`src/rtl/psk_frame_sched_pkg.sv`:
```
`default_nettype none
// ============================================================================
// Module   : psk_pkg
// Brief    : Shared types and constants for the PSK frame sequencer.
// Revision : 1.0 - initial release
// ============================================================================
package psk_pkg;

    // Sequencer states
    typedef enum logic [1:0] {
        ST_IDLE = 2'd0,
        ST_PRE  = 2'd1,
        ST_PAY  = 2'd2,
        ST_GAP  = 2'd3
    } state_t;

    localparam int          SYM_PER_BYTE_QPSK = 4;
    localparam int          SYM_PER_BYTE_BPSK = 8;
    localparam logic [31:0] PREAMBLE_DEFAULT  = 32'hAAAA_AA5D;

    // Map the two MSBs of a byte to a symbol: BPSK repeats the top bit,
    // QPSK sends the dibit as-is.
    function automatic logic [1:0] map_sym(input logic [1:0] top2, input logic is_bpsk);
        return is_bpsk ? {top2[1], top2[1]} : top2;
    endfunction

endpackage
`default_nettype wire

```
`src/rtl/psk_frame_sched_if.sv`:
```
`default_nettype none
// ============================================================================
// Module   : psk_frame_sched_if
// Brief    : Upstream byte stream and modulator symbol stream of the sequencer.
// Revision : 1.0 - initial release
// ============================================================================
interface psk_frame_sched_if;
    logic [7:0] s_tdata;
    logic       s_tvalid;
    logic       s_tready;
    logic       s_tlast;
    logic [7:0] m_tdata;
    logic       m_tvalid;
    logic       m_tready;
    logic       m_tlast;
    logic       m_tuser;

    // Sequencer side
    modport master (
        input  s_tdata, s_tvalid, s_tlast, m_tready,
        output s_tready, m_tdata, m_tvalid, m_tlast, m_tuser
    );

    // Environment side (byte FIFO + modulator)
    modport slave (
        output s_tdata, s_tvalid, s_tlast, m_tready,
        input  s_tready, m_tdata, m_tvalid, m_tlast, m_tuser
    );
endinterface
`default_nettype wire

```
`src/rtl/psk_frame_sched_serializer.sv`:
```
`default_nettype none
// ============================================================================
// Module   : psk_sym_serializer
// Brief    : Byte shift register, per-byte symbol counter and symbol mapping.
//            The shift register always holds the next symbol to present; a
//            load presents the new byte's first symbol directly.
// Revision : 1.0 - initial release
// ============================================================================
module psk_sym_serializer
    import psk_pkg::*;
(
    input  wire logic       clk,
    input  wire logic       rst,
    input  wire logic       i_load,
    input  wire logic [7:0] i_byte,
    input  wire logic       i_mode,
    input  wire logic       i_advance,
    output logic      [1:0] o_sym,
    output logic            o_byte_done,
    output logic            o_last_sym
);

    logic [7:0] r_shift;
    logic [3:0] r_remain;
    logic [3:0] w_per_byte;

    assign w_per_byte  = i_mode ? 4'(SYM_PER_BYTE_BPSK) : 4'(SYM_PER_BYTE_QPSK);
    assign o_sym       = map_sym(i_load ? i_byte[7:6] : r_shift[7:6], i_mode);
    assign o_byte_done = (r_remain == 4'd0);
    assign o_last_sym  = (r_remain == 4'd1);

    // Load consumes the first symbol immediately; advance shifts out one more
    always_ff @(posedge clk) begin
        if (rst) begin
            r_shift  <= '0;
            r_remain <= '0;
        end else if (i_load) begin
            r_shift  <= i_mode ? {i_byte[6:0], 1'b0} : {i_byte[5:0], 2'b00};
            r_remain <= w_per_byte - 4'd1;
        end else if (i_advance && !o_byte_done) begin
            r_shift  <= i_mode ? {r_shift[6:0], 1'b0} : {r_shift[5:0], 2'b00};
            r_remain <= r_remain - 4'd1;
        end
    end

endmodule
`default_nettype wire

```
`src/rtl/psk_frame_sched.sv`:
```
`default_nettype none
// ============================================================================
// Module   : psk_frame_sched
// Brief    : Frame sequencer for the PSK modulator: BPSK preamble, payload as
//            BPSK bits or QPSK dibits, then an idle gap. Advances only on
//            modulator symbol slots (m_tready & clk_enable).
// Revision : 1.0 - initial release
// ============================================================================
module psk_frame_sched
    import psk_pkg::*;
#(
    parameter int          PRE_LEN  = 32,
    parameter logic [31:0] PREAMBLE = PREAMBLE_DEFAULT,
    parameter int          GAP_SYMS = 8
)(
    input  wire logic          clk,
    input  wire logic          rst,
    input  wire logic          clk_enable,
    input  wire logic          cfg_enable,
    input  wire logic          cfg_is_bpsk,
    psk_frame_sched_if.master  bus,
    output logic               busy,
    output logic               frame_done,
    output logic               underrun
);

    state_t     r_state,    w_state_nxt;
    logic       r_mode,     w_mode_nxt;
    logic       r_last,     w_last_nxt;
    logic [4:0] r_pre_idx,  w_pre_idx_nxt;
    logic [7:0] r_gap_cnt,  w_gap_nxt;
    logic       r_underrun, w_under_nxt;
    logic [1:0] r_m_tdata,  w_tdata_nxt;
    logic       r_m_tvalid, w_tvalid_nxt;
    logic       r_m_tlast,  w_tlast_nxt;
    logic       r_m_tuser,  w_tuser_nxt;

    logic       w_slot;
    logic       w_fetch_due;
    logic       w_take;
    logic       w_advance;
    logic [4:0] w_pre_idx_m1;
    logic [1:0] w_ser_sym;
    logic       w_ser_done;
    logic       w_ser_last;

    assign w_slot       = clk_enable & bus.m_tready;
    // A byte is due after the last preamble bit, or after a non-final byte is used up
    assign w_fetch_due  = ((r_state == ST_PRE) && (r_pre_idx == 5'd0)) ||
                          ((r_state == ST_PAY) && w_ser_done && !r_last);
    assign w_take       = w_slot & w_fetch_due & bus.s_tvalid & ~rst;
    assign w_advance    = w_slot & (r_state == ST_PAY) & ~w_ser_done;
    assign w_pre_idx_m1 = r_pre_idx - 5'd1;

    assign bus.s_tready = w_take;
    assign bus.m_tdata  = {6'b0, r_m_tdata};
    assign bus.m_tvalid = r_m_tvalid;
    assign bus.m_tlast  = r_m_tlast;
    assign bus.m_tuser  = r_m_tuser;
    assign busy         = (r_state != ST_IDLE);
    assign frame_done   = w_slot & (r_state == ST_PAY) & w_ser_done & r_last & ~rst;
    assign underrun     = r_underrun;

    psk_sym_serializer u_ser (
        .clk         (clk),
        .rst         (rst),
        .i_load      (w_take),
        .i_byte      (bus.s_tdata),
        .i_mode      (r_mode),
        .i_advance   (w_advance),
        .o_sym       (w_ser_sym),
        .o_byte_done (w_ser_done),
        .o_last_sym  (w_ser_last)
    );

    // Next state and next presented symbol; nothing moves outside a slot
    always_comb begin
        w_state_nxt   = r_state;
        w_mode_nxt    = r_mode;
        w_last_nxt    = r_last;
        w_pre_idx_nxt = r_pre_idx;
        w_gap_nxt     = r_gap_cnt;
        w_under_nxt   = r_underrun;
        w_tdata_nxt   = r_m_tdata;
        w_tvalid_nxt  = r_m_tvalid;
        w_tlast_nxt   = r_m_tlast;
        w_tuser_nxt   = r_m_tuser;
        if (w_slot) begin
            // Every slot replaces the symbol; invalid unless overridden below
            w_tdata_nxt  = 2'b00;
            w_tvalid_nxt = 1'b0;
            w_tlast_nxt  = 1'b0;
            w_tuser_nxt  = 1'b0;
            if (w_fetch_due) begin
                // Missing byte: send an empty symbol and retry next slot
                w_state_nxt = ST_PAY;
                if (bus.s_tvalid) begin
                    w_tdata_nxt  = w_ser_sym;
                    w_tvalid_nxt = 1'b1;
                    w_tuser_nxt  = r_mode;
                    w_last_nxt   = bus.s_tlast;
                end else begin
                    w_under_nxt  = 1'b1;
                end
            end else begin
                case (r_state)
                    ST_IDLE: begin
                        if (cfg_enable && bus.s_tvalid) begin
                            w_mode_nxt    = cfg_is_bpsk;
                            w_last_nxt    = 1'b0;
                            w_pre_idx_nxt = 5'(PRE_LEN - 1);
                            w_tdata_nxt   = {2{PREAMBLE[PRE_LEN-1]}};
                            w_tvalid_nxt  = 1'b1;
                            w_tuser_nxt   = 1'b1;
                            w_state_nxt   = ST_PRE;
                        end
                    end
                    ST_PRE: begin
                        w_pre_idx_nxt = w_pre_idx_m1;
                        w_tdata_nxt   = {2{PREAMBLE[w_pre_idx_m1]}};
                        w_tvalid_nxt  = 1'b1;
                        w_tuser_nxt   = 1'b1;
                    end
                    ST_PAY: begin
                        if (w_ser_done) begin
                            // Final symbol of the frame consumed
                            w_gap_nxt   = 8'(GAP_SYMS);
                            w_state_nxt = ST_GAP;
                        end else begin
                            w_tdata_nxt  = w_ser_sym;
                            w_tvalid_nxt = 1'b1;
                            w_tuser_nxt  = r_mode;
                            w_tlast_nxt  = r_last & w_ser_last;
                        end
                    end
                    ST_GAP: begin
                        w_gap_nxt = r_gap_cnt - 8'd1;
                        if (r_gap_cnt == 8'd1) begin
                            w_state_nxt = ST_IDLE;
                        end
                    end
                    default: w_state_nxt = ST_IDLE;
                endcase
            end
        end
    end

    // State and presented-symbol registers
    always_ff @(posedge clk) begin
        if (rst) begin
            r_state    <= ST_IDLE;
            r_mode     <= 1'b0;
            r_last     <= 1'b0;
            r_pre_idx  <= '0;
            r_gap_cnt  <= '0;
            r_underrun <= 1'b0;
            r_m_tdata  <= '0;
            r_m_tvalid <= 1'b0;
            r_m_tlast  <= 1'b0;
            r_m_tuser  <= 1'b0;
        end else begin
            r_state    <= w_state_nxt;
            r_mode     <= w_mode_nxt;
            r_last     <= w_last_nxt;
            r_pre_idx  <= w_pre_idx_nxt;
            r_gap_cnt  <= w_gap_nxt;
            r_underrun <= w_under_nxt;
            r_m_tdata  <= w_tdata_nxt;
            r_m_tvalid <= w_tvalid_nxt;
            r_m_tlast  <= w_tlast_nxt;
            r_m_tuser  <= w_tuser_nxt;
        end
    end

endmodule
`default_nettype wire

```
`src/flat_wrapper.sv`:
```
// flat-port wrapper written by rule: the top's interface ports become plain ports
module psk_frame_sched_flat import psk_pkg::*;
#(
    parameter int          PRE_LEN  = 32,
    parameter logic [31:0] PREAMBLE = PREAMBLE_DEFAULT,
    parameter int          GAP_SYMS = 8
)
  (clk, rst, clk_enable, cfg_enable, cfg_is_bpsk, busy, frame_done, underrun, bus_s_tdata, bus_s_tvalid, bus_s_tlast, bus_m_tready, bus_s_tready, bus_m_tdata, bus_m_tvalid, bus_m_tlast, bus_m_tuser);
  psk_frame_sched_if bus_i ();
  input  wire logic clk;
  input  wire logic rst;
  input  wire logic clk_enable;
  input  wire logic cfg_enable;
  input  wire logic cfg_is_bpsk;
  output logic busy;
  output logic frame_done;
  output logic underrun;
  input wire logic [$bits(bus_i.s_tdata)-1:0] bus_s_tdata;
  input wire logic [$bits(bus_i.s_tvalid)-1:0] bus_s_tvalid;
  input wire logic [$bits(bus_i.s_tlast)-1:0] bus_s_tlast;
  input wire logic [$bits(bus_i.m_tready)-1:0] bus_m_tready;
  output wire logic [$bits(bus_i.s_tready)-1:0] bus_s_tready;
  output wire logic [$bits(bus_i.m_tdata)-1:0] bus_m_tdata;
  output wire logic [$bits(bus_i.m_tvalid)-1:0] bus_m_tvalid;
  output wire logic [$bits(bus_i.m_tlast)-1:0] bus_m_tlast;
  output wire logic [$bits(bus_i.m_tuser)-1:0] bus_m_tuser;
  assign bus_i.s_tdata = bus_s_tdata;
  assign bus_i.s_tvalid = bus_s_tvalid;
  assign bus_i.s_tlast = bus_s_tlast;
  assign bus_i.m_tready = bus_m_tready;
  assign bus_s_tready = bus_i.s_tready;
  assign bus_m_tdata = bus_i.m_tdata;
  assign bus_m_tvalid = bus_i.m_tvalid;
  assign bus_m_tlast = bus_i.m_tlast;
  assign bus_m_tuser = bus_i.m_tuser;
  psk_frame_sched #(.PRE_LEN(PRE_LEN), .PREAMBLE(PREAMBLE), .GAP_SYMS(GAP_SYMS)) u_core (.clk(clk), .rst(rst), .clk_enable(clk_enable), .cfg_enable(cfg_enable), .cfg_is_bpsk(cfg_is_bpsk), .bus(bus_i), .busy(busy), .frame_done(frame_done), .underrun(underrun));
endmodule
```
`config.mk`:
```
export PLATFORM = sky130hd
export DESIGN_NAME = psk_frame_sched_flat
export DESIGN_NICKNAME = d
export VERILOG_FILES = /design/src/rtl/psk_frame_sched_pkg.sv /design/src/rtl/psk_frame_sched_if.sv /design/src/rtl/psk_frame_sched_serializer.sv /design/src/rtl/psk_frame_sched.sv /design/src/flat_wrapper.sv
export SDC_FILE = /design/constraint.sdc
export NUM_CORES = 1
export LEC_CHECK = 0
export CAP_MARGIN = 20
export CORE_MARGIN = 2
export CORE_UTILIZATION = 50
export CTS_CLUSTER_SIZE = 28
export DETAILED_ROUTE_END_ITERATION = 7
export GPL_ROUTABILITY_DRIVEN = 1
export PLACE_DENSITY = 0.8
export SYNTH_ARGS = -nofsm -noshare
export SYNTH_HDL_FRONTEND = slang
export SYNTH_SLANG_ARGS = --single-unit
```
`constraint.sdc`:
```
create_clock -name clk -period 2.15 [get_ports clk]
set_clock_uncertainty 0.05 [all_clocks]
set_input_delay 0.3225 -clock clk [delete_from_list [all_inputs] [get_ports clk]]
set_output_delay 0.3225 -clock clk [all_outputs]
set_load 0.1 [all_outputs]
```
## After elaboration in Yosys (flattened, before gate mapping)

Memories as Yosys holds them, arrays and structs flattened.
Cells that the tools add are included.

- Reduce and logical (&&, ||, !) cells: 24
- Add/subtract/negate cells: 4
- Mux-type cells: 40
- Equality and inequality tests: 11
- Bitwise gates (word level): 14
- $lt $le $gt $ge: 1

Operators with widths:

| operator | number |
|---|---|
| 2-to-1 mux 8 bit | 5 |
| 2-to-1 mux 2 bit | 9 |
| 2-to-1 mux 1 bit | 16 |
| case mux 8 bit (2 select lines) | 1 |
| AND reduction 4 bit | 4 |
| 2-to-1 mux 4 bit | 3 |
| case mux 2 bit (3 select lines) | 2 |
| nonzero test 2 bit | 6 |
| bitwise AND 1 bit | 10 |
| case mux 5 bit (2 select lines) | 1 |
| equality test 8 x 1 -> 1 bit (second input constant) | 1 |
| subtractor 4 x 1 -> 4 bit (second input constant) | 2 |
| subtractor 8 x 1 -> 8 bit (second input constant) | 1 |
| < comparator 5 x 6 -> 1 bit (second input constant) | 1 |
| != test 3 x 1 -> 1 bit (second input constant) | 2 |
| case mux 1 bit (3 select lines) | 2 |
| logical AND 1 bit | 5 |
| zero test 5 bit | 1 |
| 2-to-1 mux 5 bit | 1 |
| AND reduction 5 bit | 1 |
| subtractor 5 x 1 -> 5 bit (second input constant) | 1 |
| equality test 2 bit (second input constant) | 2 |
| equality test 4 x 1 -> 1 bit (second input constant) | 1 |
| zero test 4 bit | 1 |
| 10 further kinds | 15 |

- Memories kept: 1
- Memory bits (read-only): 32
- Input bits: 16
- Logic and storage cells: 107
- Bits in registers: 35

Memory list:

| memory | words | width | read ports | clocked after memory_dff | write ports | RTL line | source |
|---|---|---|---|---|---|---|---|
| (name not given) | 32 | 1 | 1 | 0 | 0 | psk_frame_sched.sv:120 | `w_tdata_nxt = {2{PREAMBLE[w_pre_idx_m1]}};` |

## Longest topological paths before layout

Gate-level depths: netlist of run 1.

- Depth after elaboration: 12
- Mapped depth: 9
- Gate-level depth less buffers: 8

## Cells and area by module

From an unflattened synthesis of run 1, not the netlist that was laid out.

- Cells, all modules: 270
- Area, all modules: 2308.5 um^2

Modules (own cells, without submodules):

| module | times used | cells an instance | sequential area each (um^2) | area each (um^2) |
|---|---|---|---|---|
| psk_frame_sched | 1 | 193 | 460.4 | 1567.8 |
| psk_sym_serializer | 1 | 77 | 220.2 | 740.7 |

## Least setup slack after synthesis of run 1

Ideal clock, no wire load.

- Path type: reg-to-output
- Start: register u_core.u_ser.r_remain[0]
- End: output frame_done
- Path slack: -2063 ps
- Cell stages (with the launch flop): 5
- Data arrival time: 3841 ps
- Buffers on the path: 0
- Data required time: 1778 ps
- Path through: dfxtp_1 inv_1 ha_1 or3b_1 nor4_1

- Word-level cells in the longest chain between the ends: 4

Ends and longest elaborated chain:

| what | RTL line | source |
|---|---|---|
| from (decl) | psk_frame_sched_serializer.sv:24 | `logic [3:0] r_remain;` |
| from (signal assigned) | psk_frame_sched_serializer.sv:39 | `r_remain <= w_per_byte - 4'd1;` |
| from (signal assigned) | psk_frame_sched_serializer.sv:42 | `r_remain <= r_remain - 4'd1;` |
| zero test 4 bit | psk_frame_sched_serializer.sv:29 | `assign o_byte_done = (r_remain == 4'd0);` |
| bitwise AND 1 bit (3 in series) | psk_frame_sched.sv:61 | `assign frame_done = w_slot & (r_state == ST_PAY) & w_ser_done & r_last & ~rst;` |
| to (decl) | flat_wrapper.sv:16 | `output logic frame_done;` |

Every way passes these cells.

## Worst setup path in the final report of run 1

- Start: register u_core.u_ser.r_remain[1]
- End: output frame_done

Same word-level chain as after synthesis.

==> impl_metrics.env, run 1 <==
export IMPL_final_hold_violation_count=0
export IMPL_totalNegativeSetupSlack_ns=0
export IMPL_min_delay_path_class="flip-flop to flip-flop"
export IMPL_drive_above_1_share=0.272
export IMPL_max_vdd_ir_drop_v=0.000486
export IMPL_ys_ff_latch=34
export IMPL_cts_made_buffers=5
export IMPL_grt_start_max_net_pins=32
export IMPL_synth_area_leader="sky130_fd_sc_hd__dfxtp_1"
export IMPL_cp_arrival_ns=1.74
export IMPL_synth_top_cells_by_area="sky130_fd_sc_hd__dfxtp_1 30%, sky130_fd_sc_hd__ha_1 6.6%, sky130_fd_sc_hd__mux4_2 6.0%, sky130_fd_sc_hd__a21oi_1 5.7%, sky130_fd_sc_hd__o21ai_0 4.4%"
export IMPL_yosys_area_top_type_share=0.301
export IMPL_share_clk_of_total_power=0.400
export IMPL_pwr_density_cell_nw_per_um2=612
export IMPL_num_nets_final=343
export IMPL_n_antenna_cell=0
export IMPL_syn_std_cell_area_um2=2260
export IMPL_finalCritPeriodShare=0.981
export IMPL_rsz0062_at_grt="yes"
export IMPL_internal_uw=1270
export IMPL_largest_fanout_of_any_net_on_the_critical_path=3
export IMPL_drt_vias_per_instance=5.91
export IMPL_postSynth_asyncResetShare=0
export IMPL_worst_pin_slew_ns=0.588
export IMPL_detailed_place_hpwl_mm=4.06
export IMPL_fillers=331
export IMPL_final_antenna_net_count=0
export IMPL_switching_power_uw=543
export IMPL_report_power_total_uw=1810
export IMPL_maxCapViolCount=0
export IMPL_final_seq_area_um2=691
export IMPL_report_final_slew_viol_count=0
export IMPL_post_route_drc_count=0
export IMPL_clock_sinks=34
export IMPL_place_gp_congestion=0.874
export IMPL_setup_violations=0
export IMPL_post_route_util=0.679
export IMPL_die_h_um=71.3
export IMPL_pwr_share_comb=0.233
export IMPL_critPathLaunchType="flip-flop"
export IMPL_multiInputGateArea_um2=1480
export IMPL_syn_instance_count=266
export IMPL_cts_root_buffer_cell="sky130_fd_sc_hd__clkbuf_8"
export IMPL_period_needed_ns=2.11
export IMPL_total_routing_resource_utilization_after_global_routing=0.237
export IMPL_start_util=0.520
export IMPL_core_footprint_um2=4350
export IMPL_overflow=0
export IMPL_final_routed_wirelength_mm=5.75
export IMPL_timing_critical_path_required_ns=1.78
export IMPL_ports_placed_on_the_boundary=31
export IMPL_synth_warnings=0
export IMPL_netSwitchingFraction=0.300
export IMPL_yosysUniqueCellTypes=60
export IMPL_initialDrtViolationCount=184
export IMPL_syn_area_per_cell_um2=8.51
export IMPL_first_global_vias=2014
export IMPL_ys_seq_area_frac=0.301
export IMPL_cts_hold_buffers=0
export IMPL_cts_tree="done"
export IMPL_detailedRoute_firstPassIterationCount=4
export IMPL_worstSkewPairLatency_ns=0.30
export IMPL_worst_setup_hold_path_clk_slew_ns=0.08
export IMPL_clk_path_buf_depth=2
export IMPL_run_status="finished clean"
export IMPL_detailroute_via_count=2175
export IMPL_postSynth_topFlopCell="sky130_fd_sc_hd__dfxtp_1"
export IMPL_slew_headroom=0.605
export IMPL_syn2layout_area_growth_pct=30.7
export IMPL_fp_dieW_um=71.3
export IMPL_wl_per_cell_um=15.6
export IMPL_h_tree_depth=2
export IMPL_leak_pwr_uw=0.00110
export IMPL_placement_rows=24
export IMPL_initial_antenna_violation_count=0
export IMPL_global_route_wire_length_before_repair_mm=9.48
export IMPL_synth_edf_count=0
export IMPL_maxClockFrequency_mhz=474
export IMPL_end_kind="output pin"
export IMPL_design_die_area_um2=5080
export IMPL_port_buffers=24
export IMPL_seqPwrFrac=0.367
export IMPL_path_class="flip-flop to output pin"
## cell usage after synthesis (all sizes together), types with 2 or more instances
cell and instances:
dfxtp 34, a21oi 26, nor2 24, o21ai 20
inv 18, nand2 14, ha 12, buf 11
nand3 11, nor3 8, clkbuf 7, mux4 6
nor2b 6, a22o 5, a311oi 5, a211oi 4
a31oi 4, and3 4, nand2b 4, and2 3
nor4 3, or4 3, xor2 3, a211o 2
a21o 2, nand4 2, o41ai 2
## placed cells by master (no fill, tap or decap), types with 9 or more instances in the layout
master,n
sky130_fd_sc_hd__a21oi_1,26
sky130_fd_sc_hd__buf_4,37
sky130_fd_sc_hd__clkdlybuf4s50_1,15
sky130_fd_sc_hd__dfxtp_1,30
sky130_fd_sc_hd__ha_1,9
sky130_fd_sc_hd__inv_1,12
sky130_fd_sc_hd__nand2_1,13
sky130_fd_sc_hd__nand3_1,10
sky130_fd_sc_hd__nor2_1,23
sky130_fd_sc_hd__o21ai_0,19
## final cells by class
cell class,count,share of cell area
clock buffer,5,0.0233
clock inverter,3,0.0233
multi-input combinational,199,0.500
tap,52,0.0220
inverter,19,0.0296
sequential,34,0.234
timing repair buffer,56,0.169
## sequential cells by signal (all words and copies together) (netlist names), 2 cells and up
| name | flops |
|---|---|
| u_core.u_ser.r_remain | 4 |
| u_core.r_state | 2 |
| u_core.r_pre_idx | 5 |
| u_core.r_gap_cnt | 8 |
| u_core.u_ser.r_shift | 7 |
| u_core.r_m_tdata | 2 |
## power by group through the flow
stage / logic, uW / clock network [uW] / registers (uW)
final: 422 / 724 / 665
after global routing: 451 / 767 / 667
after CTS: 410 / 738 / 665
after detailed placement: 396 / 0 / 679
after global placement: 391 / 0 / 679
after floorplan: 256 / 0 / 710
## metrics by stage
stage | worst slack (ns) | cells | hold slack [ns] | instance area (um^2)
after global routing | -0.0299 | 368 | 0.470 | 2960
after global placement | 0.0391 | 353 | 0.410 | 2720
after CTS | 0.00285 | 364 | 0.440 | 2900
after floorplan | -0.228 | 271 | 0.408 | 2340
after detailed placement | 0.0102 | 353 | 0.419 | 2720
final | 0.0412 | 368 | 0.432 | 2960
## metal layers
metal	global-route usage	wire (um)
met1	0.307	2410
met2	0.393	2940
met4	0.0839	116
met5	0	0
met3	0.0478	285
## repair_timing
action                                  4_1_cts  5_1_grt
hold endpoints to repair                      0        0
resized for setup                             5       10
setup buffers                                 4        5
gates cloned                                  0        0
endpoints found under the setup margin        2       12
pin swaps                                     2        2
## path summary, 6_finish.rpt
check / slack, ns / cells after the start / to / start
max: 0.04 / 5 / frame_done / u_core.u_ser.r_remain[1]
min: 0.43 / 2 / u_core.underrun / u_core.underrun
max reg2reg: 0.05 / 8 / u_core.r_state[0] / u_core.u_ser.r_remain[1]
min reg2reg: 0.43 / 2 / u_core.underrun / u_core.underrun
## cell families after synthesis
logic type	after synthesis	synth area share
simple gates	88	0.214
mux	7	0.0641
flops	34	0.301
fa+ha+maj	12	0.0663
other cells	1	0.00166
buf+inv	38	0.0890
compound gates	82	0.248
xor+xnor	4	0.0155
## critical path, cell delays in order, from the launching register on
cell	delay, ns
sky130_fd_sc_hd__dfxtp_2	0.34
sky130_fd_sc_hd__inv_4	0.07
sky130_fd_sc_hd__ha_4	0.13
sky130_fd_sc_hd__or3b_4	0.40
sky130_fd_sc_hd__nor4_4	0.29
sky130_fd_sc_hd__buf_12	0.22
(Power assumes the default switching activity.)
==> inputs of run 2 (changes only) <==
PLACE_DENSITY = unset   (was 0.8)
PLACE_DENSITY_LB_ADDON = 0.25   (was unset)
SYNTH_HIERARCHICAL = 1   (was unset)
==> impl_metrics.env, run 2 <==
export IMPL_cts_tree="done"
export IMPL_core_footprint_um2=4410
export IMPL_synth_warnings=6
export IMPL_ports_placed_on_the_boundary=31
export IMPL_placement_rows=24
export IMPL_place_gp_congestion=0.898
export IMPL_finalCritPeriodShare=1.08
export IMPL_wl_per_cell_um=15.9
export IMPL_mostFrequentLayoutCell="sky130_fd_sc_hd__buf_4"
export IMPL_cp_arrival_ns=2.43
export IMPL_drt_vias_per_instance=5.97
export IMPL_synth_common_cells="34 x sky130_fd_sc_hd__dfxtp_1, 28 x sky130_fd_sc_hd__nor2_1, 19 x sky130_fd_sc_hd__a21oi_1, 17 x sky130_fd_sc_hd__inv_1"
export IMPL_largest_fanout_of_any_net_on_the_critical_path=4
export IMPL_yosys_area_top_type_share=0.295
export IMPL_detailed_place_hpwl_mm=4.31
export IMPL_syn_std_cell_area_um2=2310
export IMPL_postSynth_topFlopCell="sky130_fd_sc_hd__dfxtp_1"
export IMPL_totalNegativeSetupSlack_ns=-0.916
export IMPL_path_class="flip-flop to flip-flop"
export IMPL_timing_critical_path_required_ns=2.26
export IMPL_worst_pin_slew_ns=0.505
export IMPL_slew_headroom=0.663
export IMPL_run_status="complete, but fails checks"
export IMPL_h_tree_depth=2
export IMPL_worst_setup_hold_path_clk_slew_ns=0.07
export IMPL_final_antenna_net_count=0
export IMPL_design_die_area_um2=5180
export IMPL_min_delay_path_class="flip-flop to flip-flop"
export IMPL_cts_root_buffer_cell="sky130_fd_sc_hd__clkbuf_8"
export IMPL_first_global_vias=2164
export IMPL_global_route_wire_length_before_repair_mm=10.1
export IMPL_detailedRoute_firstPassIterationCount=4
export IMPL_synth_area_leader="sky130_fd_sc_hd__dfxtp_1"
export IMPL_maxClockFrequency_mhz=432
export IMPL_detailroute_via_count=2299
export IMPL_critPathLaunchType="flip-flop"
export IMPL_overflow=0
export IMPL_yosysMostFrequentCell="sky130_fd_sc_hd__dfxtp_1"
export IMPL_initialDrtViolationCount=147
export IMPL_most_flops_register="u_core/r_gap_cnt"
export IMPL_final_hold_violation_count=0
export IMPL_synth_edf_count=0
export IMPL_die_h_um=71.9
export IMPL_total_routing_resource_utilization_after_global_routing=0.246
export IMPL_post_route_drc_count=0
export IMPL_crit_path_cell_trace="inv_2 > ha_4 > nor3b_4 > nand3b_1 > o21ai_2 > and2_4 > and3_4 > buf_12 > buf_12 > mux4_2 > nand4b_1 > o21ai_1"
export IMPL_clk_path_buf_depth=2
export IMPL_initial_antenna_violation_count=0
export IMPL_final_routed_wirelength_mm=6.11
export IMPL_critPathMostFrequentCell="sky130_fd_sc_hd__buf_12"
export IMPL_cp_slowest_stage_delay_ns=0.48
export IMPL_syn_instance_count=270
export IMPL_syn_area_per_cell_um2=8.55
export IMPL_worstSkewPairLatency_ns=0.28
export IMPL_clock_sinks=34
export IMPL_cts_made_buffers=5
export IMPL_synth_top_cells_by_area="sky130_fd_sc_hd__dfxtp_1 29%, sky130_fd_sc_hd__ha_1 6.5%, sky130_fd_sc_hd__mux4_2 4.9%, sky130_fd_sc_hd__nor2_1 4.6%, sky130_fd_sc_hd__a21oi_1 4.1%"
export IMPL_report_final_slew_viol_count=0
export IMPL_failed_checks="negative setup slack"
export IMPL_maxCapViolCount=0
export IMPL_grt_start_max_net_pins=32
export IMPL_start_util=0.523
export IMPL_finalWorstSetupSlack_ns=-0.166
export IMPL_layout_cells_most_common_list="49 x sky130_fd_sc_hd__buf_4, 31 x sky130_fd_sc_hd__dfxtp_1, 27 x sky130_fd_sc_hd__nor2_1"
export IMPL_end_kind="flip-flop"
export IMPL_pwr_density_cell_nw_per_um2=718
export IMPL_max_reg_flops=8
export IMPL_drive_above_1_share=0.336
export IMPL_leak_pwr_uw=0.00117
export IMPL_max_vdd_ir_drop_v=0.000485
export IMPL_fp_dieW_um=71.9
export IMPL_ys_ff_latch=34
export IMPL_ys_seq_area_frac=0.295
export IMPL_setup_violations=9
export IMPL_fillers=336
export IMPL_yosysUniqueCellTypes=64
export IMPL_n_antenna_cell=0
export IMPL_postSynth_asyncResetShare=0
export IMPL_num_nets_final=361
export IMPL_period_needed_ns=2.32
export IMPL_report_power_total_uw=2240
export IMPL_slowest_stage="sky130_fd_sc_hd__mux4_2"
export IMPL_cts_hold_buffers=0
export IMPL_syn2layout_area_growth_pct=35.3
export IMPL_rsz0062_at_grt="yes"
export IMPL_port_buffers=24
export IMPL_biggestRegsByFlops="u_core/r_gap_cnt (8), u_core/u_ser/r_shift (7), u_core/r_pre_idx (5)"
run 2: cell families after synthesis:
family                   after synthesis  share of synthesized area
other                                  1                    0.00162
multiplexers                          11                     0.0764
AO/OA/AOI/OAI                         68                      0.202
adder cells (fa/ha/maj)               12                     0.0650
buffers and inverters                 38                     0.0867
flip-flops                            34                      0.295
XOR/XNOR                               7                     0.0266
AND/OR/NAND/NOR                       99                      0.247
run 2: worst paths after layout:
path                                          startpoint                      end  slack [ns]  cells after the start
worst max-delay path            u_core/u_ser/r_remain[1]  u_core/u_ser/r_shift[6]       -0.17                     12
worst min-delay path                 u_core/bus.m_tvalid      u_core/bus.m_tvalid        0.42                      2
worst max register to register  u_core/u_ser/r_remain[1]  u_core/u_ser/r_shift[6]       -0.17                     12
worst min register to register       u_core/bus.m_tvalid      u_core/bus.m_tvalid        0.42                      2
run 2: layer usage:
metal,global-route usage,vias to the layer above,part of all wire
li1,-,1111,-
met1,0.320,1083,0.44
met2,0.418,95,0.49
met3,0.0417,10,0.056
met4,0.0755,0,0.014
met5,0,-,0
run 2: power by group:
part | switching, uW | leakage [uW] | internal, uW
registers | 36.9 | 0.000276 | 674
logic | 636 | 0.000847 | 455
clock network | 224 | 0.0000438 | 217
run 2: critical path, delay by kind of cell (launching register included):
family | cells | cell delay (ns)
multiplexers | 1 | 0.48
flip-flops | 1 | 0.32
buffers and inverters | 3 | 0.28
AND/OR/NAND/NOR | 5 | 0.78
adder cells (fa/ha/maj) | 1 | 0.14
AO/OA/AOI/OAI | 2 | 0.15
run 2: stage by stage:
step / hold WS [ns] / instances / setup WS (ns) / util / instance area (um^2)
floorplan: 0.398 / 275 / -0.749 / - / 2380
global placement: 0.395 / 368 / -0.0716 / 0.649 / 2860
detailed placement: 0.406 / 368 / -0.151 / 0.649 / 2860
CTS: 0.417 / 382 / -0.159 / 0.688 / 3040
global route: 0.443 / 385 / -0.322 / 0.708 / 3120
finish: 0.418 / 385 / -0.166 / 0.708 / 3120
run 2: layout make-up:
class	instances	area (um^2)	share of cell area
clock inverter	2	10.0	0.00320
sequential	34	684	0.219
multi-input combinational	203	1570	0.504
inverter	17	70.1	0.0224
timing repair buffer	72	652	0.209
tap	52	65.1	0.0208
clock buffer	5	68.8	0.0220
run 2: repair_timing:
| item | CTS | global route |
|---|---|---|
| gates resized for setup | 9 | 15 |
| pin swaps | 4 | 5 |
| setup endpoints to repair | 10 | 14 |
| buffers inserted | 7 | 3 |
==> inputs of run 3 (changes only) <==
RECOVER_POWER = 50   (was unset)
==> impl_metrics.env, run 3 (synthesized netlist as in run 2, its figures left out) <==
export IMPL_share_clk_of_total_power=0.198
export IMPL_detailed_place_hpwl_mm=4.31
export IMPL_grt_start_max_net_pins=32
export IMPL_final_hold_violation_count=0
export IMPL_biggestRegsByFlops="u_core/r_gap_cnt (8), u_core/u_ser/r_shift (7), u_core/r_pre_idx (5)"
export IMPL_place_gp_congestion=0.898
export IMPL_num_nets_final=361
export IMPL_core_footprint_um2=4410
export IMPL_initialDrtViolationCount=156
export IMPL_placed_cell_area_um2=2860
export IMPL_first_global_vias=2164
export IMPL_detailroute_via_count=2272
export IMPL_switching_power_uw=892
export IMPL_drt_vias_per_instance=5.90
export IMPL_finalCritPeriodShare=1.08
export IMPL_worst_pin_slew_ns=1.16
export IMPL_port_buffers=24
export IMPL_finalWorstSetupSlack_ns=-0.163
export IMPL_ports_placed_on_the_boundary=31
export IMPL_critical_path_n_buffers_inverters=4
export IMPL_ff2ff_setup_slack_ns=-0.16
export IMPL_final_routed_wirelength_mm=6.10
export IMPL_cts_hold_buffers=0
export IMPL_start_util=0.523
export IMPL_path_class="flip-flop to output pin"
export IMPL_total_routing_resource_utilization_after_global_routing=0.246
export IMPL_period_needed_ns=2.31
export IMPL_crit_family="simple AND/OR/NAND/NOR gates"
export IMPL_end_kind="output pin"
export IMPL_overflow=0
export IMPL_n_antenna_cell=0
export IMPL_cts_made_buffers=5
export IMPL_drive_above_1_share=0.333
export IMPL_failed_checks="negative setup slack"
export IMPL_worst_setup_hold_path_clk_slew_ns=0.07
export IMPL_internal_uw=1340
export IMPL_setup_violations=10
export IMPL_fp_dieW_um=71.9
export IMPL_cp_slowest_stage_delay_ns=0.32
export IMPL_largest_fanout_of_any_net_on_the_critical_path=4
export IMPL_pwr_share_comb=0.483
export IMPL_final_antenna_net_count=0
export IMPL_min_to="u_core/bus.m_tvalid"
export IMPL_fin_area_um2=3110
export IMPL_leak_pwr_uw=0.00116
export IMPL_timing_critical_path_required_ns=1.78
export IMPL_placement_rows=24
export IMPL_pwr_density_cell_nw_per_um2=718
export IMPL_design_die_area_um2=5180
export IMPL_layout_cells_most_common_list="43 x sky130_fd_sc_hd__buf_4, 31 x sky130_fd_sc_hd__dfxtp_1, 27 x sky130_fd_sc_hd__nor2_1"
export IMPL_reg2reg_start="u_core/u_ser/r_remain[1]"
export IMPL_h_tree_depth=2
export IMPL_maxClockFrequency_mhz=432
export IMPL_detailedRoute_firstPassIterationCount=5
export IMPL_maxCapViolCount=0
export IMPL_cts_root_buffer_cell="sky130_fd_sc_hd__clkbuf_8"
export IMPL_critPathMostFrequentCell="sky130_fd_sc_hd__buf_12"
export IMPL_cp_arrival_ns=1.94
export IMPL_crit_path_cell_trace="inv_2 > ha_4 > nor3b_4 > nand3b_1 > o21ai_2 > and2_4 > and3_4 > buf_12 > buf_6 > buf_12"
export IMPL_hold_path_cell_count=2
export IMPL_syn2layout_area_growth_pct=34.5
export IMPL_post_route_drc_count=0
export IMPL_critPathLaunchType="flip-flop"
export IMPL_seqPwrFrac=0.319
export IMPL_die_h_um=71.9
export IMPL_clk_path_buf_depth=2
export IMPL_min_delay_path_class="flip-flop to flip-flop"
export IMPL_initial_antenna_violation_count=0
export IMPL_mostFrequentLayoutCell="sky130_fd_sc_hd__buf_4"
export IMPL_report_final_slew_viol_count=0
export IMPL_slowest_stage="sky130_fd_sc_hd__dfxtp_2"
export IMPL_clock_sinks=34
export IMPL_global_route_wire_length_before_repair_mm=10.1
export IMPL_most_flops_register="u_core/r_gap_cnt"
export IMPL_cts_tree="done"
export IMPL_timing_rr_end="u_core/r_m_tdata[0]"
export IMPL_slew_headroom=0.231
export IMPL_rsz0062_at_grt="yes"
export IMPL_max_vdd_ir_drop_v=0.000481
export IMPL_run_status="complete, but fails checks"
export IMPL_wl_per_cell_um=15.8
export IMPL_worstSkewPairLatency_ns=0.28
export IMPL_timing_reg2reg_worst_path_depth=13
export IMPL_origin_of_the_worst_min_delay_path="u_core/bus.m_tvalid"
export IMPL_report_power_total_uw=2230
export IMPL_netSwitchingFraction=0.400
export IMPL_max_reg_flops=8
## run 3: changes by cell type in the layout (fill, tap and decap cells not counted), sizes merged
cell | before | now
clkbuf | 5 | 11
buf | 57 | 51
## run 3: power by group through the flow
stage	Combinational, uW	Clock, uW	Sequential, uW
global placement	997	0	722
CTS	1040	457	711
floorplan	619	0	790
global route	1150	483	717
finish	1080	442	711
detailed placement	1010	0	724
## run 3: worst max-delay path by stage
stage,slack [ns],start,to,cells after the start
2_1_floorplan,-0.75,u_core/u_ser/r_remain[1],u_core/r_m_tdata[0],14
3_3_place_gp,-0.07,u_core/u_ser/r_remain[1],u_core/r_m_tdata[0],13
3_5_place_dp,-0.15,u_core/r_state[1],u_core/r_m_tdata[0],12
4_1_cts,-0.16,u_core/u_ser/r_remain[0],bus_s_tready,10
5_1_grt,-0.32,u_core/u_ser/r_remain[1],u_core/r_m_tdata[0],13
6_report,-0.16,u_core/u_ser/r_remain[1],bus_s_tready,10
## run 3: final cells by class
type / instances / area [um^2]
Tap cell: 52 / 65.1
Clock buffer: 5 / 68.8
Inverter: 17 / 67.6
Timing Repair Buffer: 72 / 636
Sequential cell: 34 / 684
Fill cell: 341 / 1310
Clock inverter: 2 / 10.0
Multi-Input combinational cell: 203 / 1570
## run 3: through the flow
| step | utilization | hold slack [ns] | TNS (ns) | std cells | setup slack (ns) |
|---|---|---|---|---|---|
| floorplan | - | 0.398 | -6.50 | 275 | -0.749 |
| global placement | 0.649 | 0.395 | -0.182 | 368 | -0.0716 |
| detailed placement | 0.649 | 0.406 | -0.431 | 368 | -0.151 |
| CTS | 0.688 | 0.417 | -0.740 | 382 | -0.159 |
| global route | 0.704 | 0.442 | -2.41 | 385 | -0.322 |
| finish | 0.704 | 0.416 | -0.902 | 385 | -0.163 |
## run 3: worst min-delay path: cells and delay by family (launching register included)
kind / cells / cell delay [ns]
simple gates: 1 / 0.05
compound gates: 1 / 0.05
flops: 1 / 0.31
## run 3: repair_timing
| item | 4_1_cts | 5_1_grt |
|---|---|---|
| pin swaps | 4 | 5 |
| setup endpoints to repair | 10 | 14 |
| setup buffers | 7 | 3 |
| resized for setup | 9 | 15 |
## run 3: routing by layer
layer	up-vias	part of all wire	GRT usage
li1	1103	-	-
met1	1089	0.45	0.320
met2	74	0.49	0.418
met3	6	0.052	0.0417
met4	0	0.010	0.0755
met5	-	0	0
